$ cat config.mk
export PLATFORM = sky130hd
export DESIGN_NAME = jk_register_bank
export DESIGN_NICKNAME = d
export VERILOG_FILES = /design/src/rtl/jk_register_bank.sv
export SDC_FILE = /design/constraint.sdc
export NUM_CORES = 1
export LEC_CHECK = 0
export CORE_ASPECT_RATIO = 1.2
export CORE_MARGIN = 3
export CORE_UTILIZATION = 45
export DETAILED_ROUTE_END_ITERATION = 6
export HOLD_SLACK_MARGIN = 0.1
export PLACE_DENSITY_LB_ADDON = 0.15
export SYNTH_ARGS = -nofsm -noshare
export SYNTH_HDL_FRONTEND = slang
export SYNTH_SLANG_ARGS = --single-unit
$ cat constraint.sdc
create_clock -name clk -period 2.48 [get_ports clk]
set_input_delay 0.372 -clock clk [delete_from_list [all_inputs] [get_ports clk]]
set_output_delay 0.372 -clock clk [all_outputs]
set_load 0.02 [all_outputs]
$ cat src/rtl/jk_register_bank.sv
// Bank of WIDTH edge-triggered JK flip-flops, with modes for per-bit JK, T or D storage
// and for whole-word up/down counting. Clear and preset are synchronous.

module jk_bit_cell (
    input  logic [1:0] i_mode,
    input  logic       i_j,
    input  logic       i_k,
    input  logic       i_q,
    output logic       o_d
);
    always_comb begin
        o_d = i_q;
        case (i_mode)
            2'b00: begin
                case ({i_j, i_k})
                    2'b01:   o_d = 1'b0;
                    2'b10:   o_d = 1'b1;
                    2'b11:   o_d = ~i_q;
                    default: o_d = i_q;
                endcase
            end
            2'b01:   o_d = i_q ^ i_j;
            2'b10:   o_d = i_j;
            default: o_d = i_q; // COUNT mode is resolved at word level in the bank
        endcase
    end
endmodule

module jk_register_bank #(
    parameter int               WIDTH      = 8,
    parameter logic [WIDTH-1:0] PRESET_VAL = '1,
    parameter bit               WRAP       = 1'b1
) (
    input  logic             clk,
    input  logic             clr,
    input  logic             pr,
    input  logic             en,
    input  logic [1:0]       mode,
    input  logic             up,
    input  logic [WIDTH-1:0] J,
    input  logic [WIDTH-1:0] K,
    output logic [WIDTH-1:0] Q,
    output logic [WIDTH-1:0] Qbar,
    output logic             tc
);
    typedef enum logic [1:0] {
        MODE_JK  = 2'b00,
        MODE_T   = 2'b01,
        MODE_D   = 2'b10,
        MODE_CNT = 2'b11
    } mode_e;

    logic [WIDTH-1:0] r_q;
    logic [WIDTH-1:0] r_qbar;
    logic             r_tc;

    logic [WIDTH-1:0] w_bit_next;
    logic [WIDTH-1:0] w_cnt_next;
    logic [WIDTH-1:0] w_next;
    logic             w_at_limit;

    for (genvar gi = 0; gi < WIDTH; gi++) begin : g_bit
        jk_bit_cell u_cell (
            .i_mode (mode),
            .i_j    (J[gi]),
            .i_k    (K[gi]),
            .i_q    (r_q[gi]),
            .o_d    (w_bit_next[gi])
        );
    end

    // At the limit, the count either wraps through the modular add or is held.
    always_comb begin
        w_at_limit = up ? (&r_q) : ~(|r_q);
        w_cnt_next = up ? (r_q + WIDTH'(1)) : (r_q - WIDTH'(1));
        if (!WRAP && w_at_limit)
            w_cnt_next = r_q;
        w_next = (mode_e'(mode) == MODE_CNT) ? w_cnt_next : w_bit_next;
    end

    // Qbar has its own register, so it never lags or skews relative to Q.
    always_ff @(posedge clk) begin
        if (clr) begin
            r_q    <= '0;
            r_qbar <= '1;
            r_tc   <= 1'b0;
        end else if (pr) begin
            r_q    <= PRESET_VAL;
            r_qbar <= ~PRESET_VAL;
            r_tc   <= 1'b0;
        end else if (en) begin
            r_q    <= w_next;
            r_qbar <= ~w_next;
            r_tc   <= (mode_e'(mode) == MODE_CNT) && w_at_limit;
        end else begin
            r_tc   <= 1'b0;
        end
    end

    assign Q    = r_q;
    assign Qbar = r_qbar;
    assign tc   = r_tc;
endmodule

Yosys cells after proc, flatten, opt, wreduce, memory -nomap -nowiden
Index checks and enable logic that the tools add are counted.

Register bits after elaboration: 17. Input bits: 23. Logic and storage cells: 80.

$add $sub $neg: 2. Equality and inequality tests: 27. Mux-type cells: 23. Bitwise gates (word level): 19. Reduce and logical (&&, ||, !) cells: 6.

Operator list (number): two-way mux 8 bit (6); case mux 1 bit (3 select lines) (16); equality test 2 bit, second input constant (18); equality test 2 x 1 -> 1 bit, second input constant (9); inverter 1 bit (10); adder 8 x 1 -> 8 bit, second input constant (1); inverter 8 bit (1); AND reduction 8 bit (1); OR reduction 8 bit (1); subtractor 8 x 1 -> 8 bit, second input constant (1); XOR 1 bit (8); OR reduction 3 bit (1); logical NOT 2 bit (1); nonzero test 2 bit (1); logical AND 1 bit (1); two-way mux 1 bit (1).

Depth between registers and ports, before layout
Gate-level depths: netlist of run 1.

Word-level depth: 7. Mapped depth: 7. Mapped depth without buffers: 7.

Cells and area by module
A second synthesis of run 1 with hierarchy kept.

Cell total of the unflattened synthesis: 169. Area total of the unflattened synthesis: 1418.9 um^2.

By module, submodules not included: jk_register_bank (times used 1, cells an instance 121, area each 1058.5 um^2); jk_bit_cell (times used 8, cells an instance 6, area each 45.0 um^2).

Worst setup path after synthesis of run 1
No wires, ideal clock.

Kind: in2reg. Start point: input up. End point: register r_q[5] (netlist: Q[5]). Arrival: 1.844 ns. Slack: 0.521 ns. Stages on the path: 7. Buffers on the path: 0. Cell sequence: inv_1 ha_1 nand3_1 a21oi_2 mux2_4 a211o_1 o21a_1.

Cells in the longest elaborated chain, start to end: 4.

RTL lines: start, declared (RTL line 39) `input logic up,`; two-way mux 8 bit (RTL line 75) `w_cnt_next = up ? (r_q + WIDTH'(1)) : (r_q - WIDTH'(1));`; two-way mux 8 bit (RTL line 78) `w_next = (mode_e'(mode) == MODE_CNT) ? w_cnt_next : w_bit_next;`; two-way mux 8 bit (RTL line 91) `end else if (en) begin`; two-way mux 8 bit (RTL line 87) `end else if (pr) begin`; end signal, assigned (RTL line 92) `r_q <= w_next;`; end, declared (RTL line 53) `logic [WIDTH-1:0] r_q;`.

No other way between the ends. The select of a mux whose other input is x is not followed. A chain may end at the register's enable or synchronous reset.

Final worst setup path of run 1
Start point: input up. End point: register r_qbar[7] (netlist: Qbar[7]).

Cells in the longest elaborated chain, start to end: 5.

RTL lines: two-way mux 8 bit (RTL line 75); two-way mux 8 bit (RTL line 78); inverter 8 bit (RTL line 93) `r_qbar <= ~w_next;`; two-way mux 8 bit (RTL line 91); two-way mux 8 bit (RTL line 87); end signal, assigned (RTL line 89) `r_qbar <= ~PRESET_VAL;`; end signal, assigned (RTL line 93); end, declared (RTL line 54) `logic [WIDTH-1:0] r_qbar;`.

No other way between the ends. The select of a mux whose other input is x is not followed.

==> run metrics, run 1 <==
grt ovf=0; clk buf depth=2; cell count after synthesis=~150; hold_sp=Qbar[5]; leakage=0.7434 nW; PortBufs=39; post-CTS setup buffers=0; CP Max Fanout=6; peak supply drop=0.3181 mV; Worst Hold Path EP=Qbar[5]; status=completed; post-layout util=65.48%; final setup margin=0.2208 ns; Power Total=between 0.8 and 0.9 mW; final setup skew=0.002634 ns; FP Rows=20; top-count cell post-synth=dfxtp_1; number of diodes=0; DR pass1 iterations=4; worst hold path type=reg2reg; Clock Sinks=17; data required time at the worst endpoint=2.73 ns; minimum clock period=2.259 ns; worst r2r src=Q[2]; initial antenna violation count=0; Synth warnings=0; Post-Place Worst Slack=-0.08385 ns; syn_nets=179; Slew Viols, Final=0; EDFF count, synth=0; Crit. End Element=register; num ports=40; RSZ-0062 raised after global routing=false; Post-Layout Inst Area=approximately 1700 sq um; Yosys reg bits=17; Area Growth Syn to Fin=34.67%; R2R Setup Slk=0.57 ns; Routed Antenna Nets=0; vias per cell=between 5 and 6; Setup TNS Final=0 ns; sequential area share after synthesis=about a quarter; Die Ht=~64 microns; Slew headroom=52.70%; Post-synth top cells=dfxtp_1, a21oi_1, mux2i_1, nand2_1, nor2_1; distinct cell type count after synthesis=42; Routed wire per std cell=around 16 microns; Slew @ Worst Pin=approximately 0.71 ns; CTS Hold Bufs=0; number of global-route vias before repair=1287; top cell type by total area after synthesis=dfxtp_1; Initial Utilization=48.62%; Iter 0 DRT Violations=19; synthesized cell area=1277 sq um; CTS root buf=clkbuf_4; H-tree depth=1; Hold Vio Cnt, Final=0; R2R cell count=6; WHS=0.4621 ns; GPL Wtd Cong=between 0.9 and 1; top_reg_cell synth=dfxtp_1; crit start category=primary input; final setup vio count=0; final instance count without filler cells=223; hold depth=2; CTS tree=built; layout cells sized above 1=12.11%; top cell type's share of synthesized area=26.64%; pwr/cell area=476.7 nW/um^2; Final Net Count=221; DP Cell Count=219; ranking of synthesized cells by area=dfxtp_1, mux2i_1, a21oi_1, ha_1, buf_4; part of the cycle the worst path needs=around nine tenths; filler instances=243; area post-placement=approximately 1700 sq um; Syn Area/Cell=8.574 sq um; largest net degree at the start of global routing=16; dpl hpwl=2859 microns; die width=54.64 microns; total wire length=3504 microns; DRC errors left=0; Vias=1289; Worst-path clk slew=approximately 0.11 ns; first-pass GRT wire length=roughly 5600 microns; crit path DAT=2.51 ns; Async S/R FF share, synth=0%; crit path kind=in2reg; clock buffer count from CTS=3; fmax=442.6 MHz; worst skew pair latency=roughly 0.3 ns; core box area=between 2000 and 3000 sq um; Die ar.=3517 sq um; GRT Util Overall=21.74%; Reg-to-Reg End=Q[5]; Max-Cap Viols=0; Post-CTS Resized=0
how the worst max path moves through the flow:
| stage | endpoint | from | depth (start not counted) |
|---|---|---|---|
| CTS | Qbar[7] | up | 9 |
| floorplan | Q[5] | up | 7 |
| finish | Qbar[7] | up | 9 |
| detailed placement | Qbar[7] | up | 9 |
| global placement | Qbar[7] | up | 9 |
| global route | Qbar[7] | up | 9 |
cell usage in the layout (no fill, tap or decap), types with 2 or more instances in the layout:
cell type,count
nor3_1,5
inv_1,4
clkbuf_4,3
clkdlybuf4s50_1,39
a211o_1,2
nor2_1,10
nand3b_1,2
mux2i_1,13
nor4_1,2
o21ai_1,2
a21oi_1,15
o211a_1,3
nand2_1,10
o21ai_0,7
dfxtp_1,17
a31oi_1,4
buf_4,10
nand3_1,4
a21oi_2,2
nand4_1,2
nor2b_1,3
ha_1,6
xor2_1,3
a21o_1,3
nand2b_1,2
where the power goes:
part / internal (mW) / switching (mW)
Combinational: 0.170 / 0.158
Sequential: 0.299 / 0.0321
Clock: 0.0602 / 0.100
Total: 0.529 / 0.291
cell type report:
type                       count  area, sq um  share of cell area (%)
multi-input combinational    116        830.8                   48.29
timing repair buffer          49        465.4                   27.05
sequential                    17        340.3                   19.78
tap                           33        41.29                   2.400
clock buffer                   3        22.52                   1.309
inverter                       4        15.01                  0.8727
clock inverter                 1        5.005                  0.2909
layer usage:
metal / GRT usage [%] / part of all wire [%]
met5: 0 / 0
met4: 9.034 / 2.9
met3: 3.730 / 3.9
met2: 38.46 / 52
met1: 24.14 / 41
worst max-delay path, cell delays in order:
cell and delay, ns:
clkdlybuf4s50_1 0.49, inv_1 0.13, buf_4 0.18, ha_1 0.36, a21oi_1 0.22, nand2_1 0.07
o21ai_0 0.27, mux2i_1 0.27, a22o_1 0.16
cell families (layout without fill, tap and decap cells):
group	after synthesis	after routing	share of synthesized area, %
xor gates and xnor gates	4	4	2.743
AOI/OAI and AO/OA	44	44	22.63
and+or+nand+nor	46	46	19.98
buffers and inverters	16	57	8.324
muxes	15	15	12.24
adders and majority gates	7	7	7.444
DFF	17	17	26.64
state kept, by name (all words and copies together) (netlist names):
| register | cells |
|---|---|
| tc | 1 |
| Q | 8 |
| Qbar | 8 |
Note: power is estimated with default switching activity, not from simulation.
==> inputs of run 2 (changes only) <==
- CAP_MARGIN: unset -> 20
- clock period: 2.48 -> 2.74 ns (I/O delays scaled with it)
==> run 2 against run 1 <==
Compared with the run above: register-to-register slack improved by 0.21 ns; cell count fell by 3.6%; setup slack improved by 0.14 ns; flip-flop and latch count unchanged; wire length decreased by 5.7%; critical path depth down 1; sequential power down 8.5%; largest cell class unchanged; largest power group unchanged; highest routed layer unchanged.
==> run metrics, run 2 (synthesized netlist as in run 1, its figures left out) <==
Slew headroom=between 50% and 60%; CP Depth=8; post-CTS setup buffers=0; CP max stage cell=clkdlybuf4s50_1; CP Max Fanout=9; post-layout util=a little over three fifths; crit start category=primary input; R2R cell count=6; Vias=approximately 1200; Max stage delay on crit path=0.50 ns; Setup TNS Final=0 ns; Crit. End Element=register; Flop pwr share=42.5%; clk buf depth=2; vias per cell=5.730; clock buffer count from CTS=3; core box area=approximately 2600 sq um; die width=54.64 microns; first-pass GRT wire length=5271 microns; most common cell after layout, fill and taps aside=clkdlybuf4s50_1; fmax=420.1 MHz; Final Net Count=213; Die Ht=between 60 and 70 microns; RSZ-0062 raised after global routing=false; minimum clock period=2.380 ns; DRC errors left=0; number of diodes=0; Area Growth Syn to Fin=29.87%; Slew Viols, Final=0; Worst Setup SP=up; GRT Util Overall=20.38%; final setup skew=0.006751 ns; total wire length=3304 microns; FP Rows=20; Hold Vio Cnt, Final=0; num ports=40; initial antenna violation count=0; Routed wire per std cell=15.37 microns; layout cells sized above 1=roughly 7.7%; worst skew pair latency=0.29 ns; crit path kind=in2reg; Worst-path clk slew=0.09 ns; P_sw=0.2453 mW; DP Cell Count=about 210; Routed Antenna Nets=0; pwr/cell area=about 430 nW/um^2; crit path DAT=about 2.6 ns; Power Total=0.7131 mW; CTS tree=built; dpl hpwl=~2600 microns; Sw Share=34.40%; R2R Setup Slk=between 0.7 and 0.8 ns; Slew @ Worst Pin=0.6404 ns; CTS root buf=clkbuf_4; worst r2r src=Q[2]; part of the cycle the worst path needs=86.88%; clock power share=18.8%; final setup vio count=0; Critical Path End=Q[5]; grt ovf=0; number of global-route vias before repair=1151; Reg-to-Reg End=Q[5]; status=completed; GPL Wtd Cong=about 0.85; DR pass1 iterations=4; peak supply drop=0.3261 mV; final instance count without filler cells=215; Max-Cap Viols=0; Clock Sinks=17; data required time at the worst endpoint=2.93 ns; critical-path cell list=clkdlybuf4s50_1 > inv_1 > ha_1 > nand3_1 > a21oi_2 > mux2_4 > a211o_1 > o21a_1; Internal Power=0.4678 mW; worst hold path type=reg2reg; Worst Path Buf+Inv=2; leakage=0.7023 nW; PortBufs=39; most frequent cells in the layout=clkdlybuf4s50_1, dfxtp_1, a21oi_1; kind of cell adding the most delay to the critical path=buffers and inverters; largest net degree at the start of global routing=16; Initial Utilization=48.62%; Post-CTS Resized=0; CTS Hold Bufs=0; Combinational Power Share=a little under 40%; Die ar.=3517 sq um; H-tree depth=1; Iter 0 DRT Violations=24
[run 2: worst min path at each step]
stage	slack [ns]	cells past startpoint	endpoint	start
final	0.45	2	Qbar[5]	Qbar[5]
after global routing	0.48	1	Qbar[2]	Qbar[2]
after CTS	0.45	2	Qbar[5]	Qbar[5]
after detailed placement	0.44	2	Qbar[5]	Qbar[5]
after global placement	0.44	1	Qbar[3]	Qbar[3]
after floorplan	0.49	1	Q[4]	clr
[run 2: layout make-up]
class,instances,area (sq um)
clock buffers,4,26.28
flip-flops and latches,17,340.3
well taps,33,41.29
multi-input cells,116,830.8
fillers,244,968.4
inverters,4,15.01
repair buffers,41,405.4
[run 2: power groups by stage]
stage / registers (mW) / logic [mW] / clock network (mW)
after floorplan: 0.313 / 0.169 / 0
after detailed placement: 0.309 / 0.274 / 0
final: 0.303 / 0.276 / 0.134
after global routing: 0.306 / 0.302 / 0.148
after CTS: 0.303 / 0.276 / 0.136
after global placement: 0.307 / 0.269 / 0
[run 2: through the flow]
stage                     worst slack (ns)  hold WS (ns)  area (sq um)
final                               0.3596        0.4501          1659
after global routing                0.2603        0.4834          1659
after CTS                           0.3702        0.4542          1659
after detailed placement           0.06487        0.4391          1633
after global placement              0.1352        0.4372          1633
after floorplan                     0.7420        0.4903          1277
[run 2: metal layers]
metal  vias to the layer above  wire [microns]  global-route usage (%)
li1                        613               -                       -
met1                       564            1377                   24.46
met2                        47            1658                   34.17
met3                         8             190                   4.196
met4                         0              78                   7.477
met5                         -               0                       0
[run 2: worst register-to-register path: cells and delay by family, from the launching register on]
family,cells,cell delay [ns]
flops,1,0.40
fa+ha+maj,1,0.39
compound gates,3,0.61
simple gates,1,0.15
mux,1,0.31
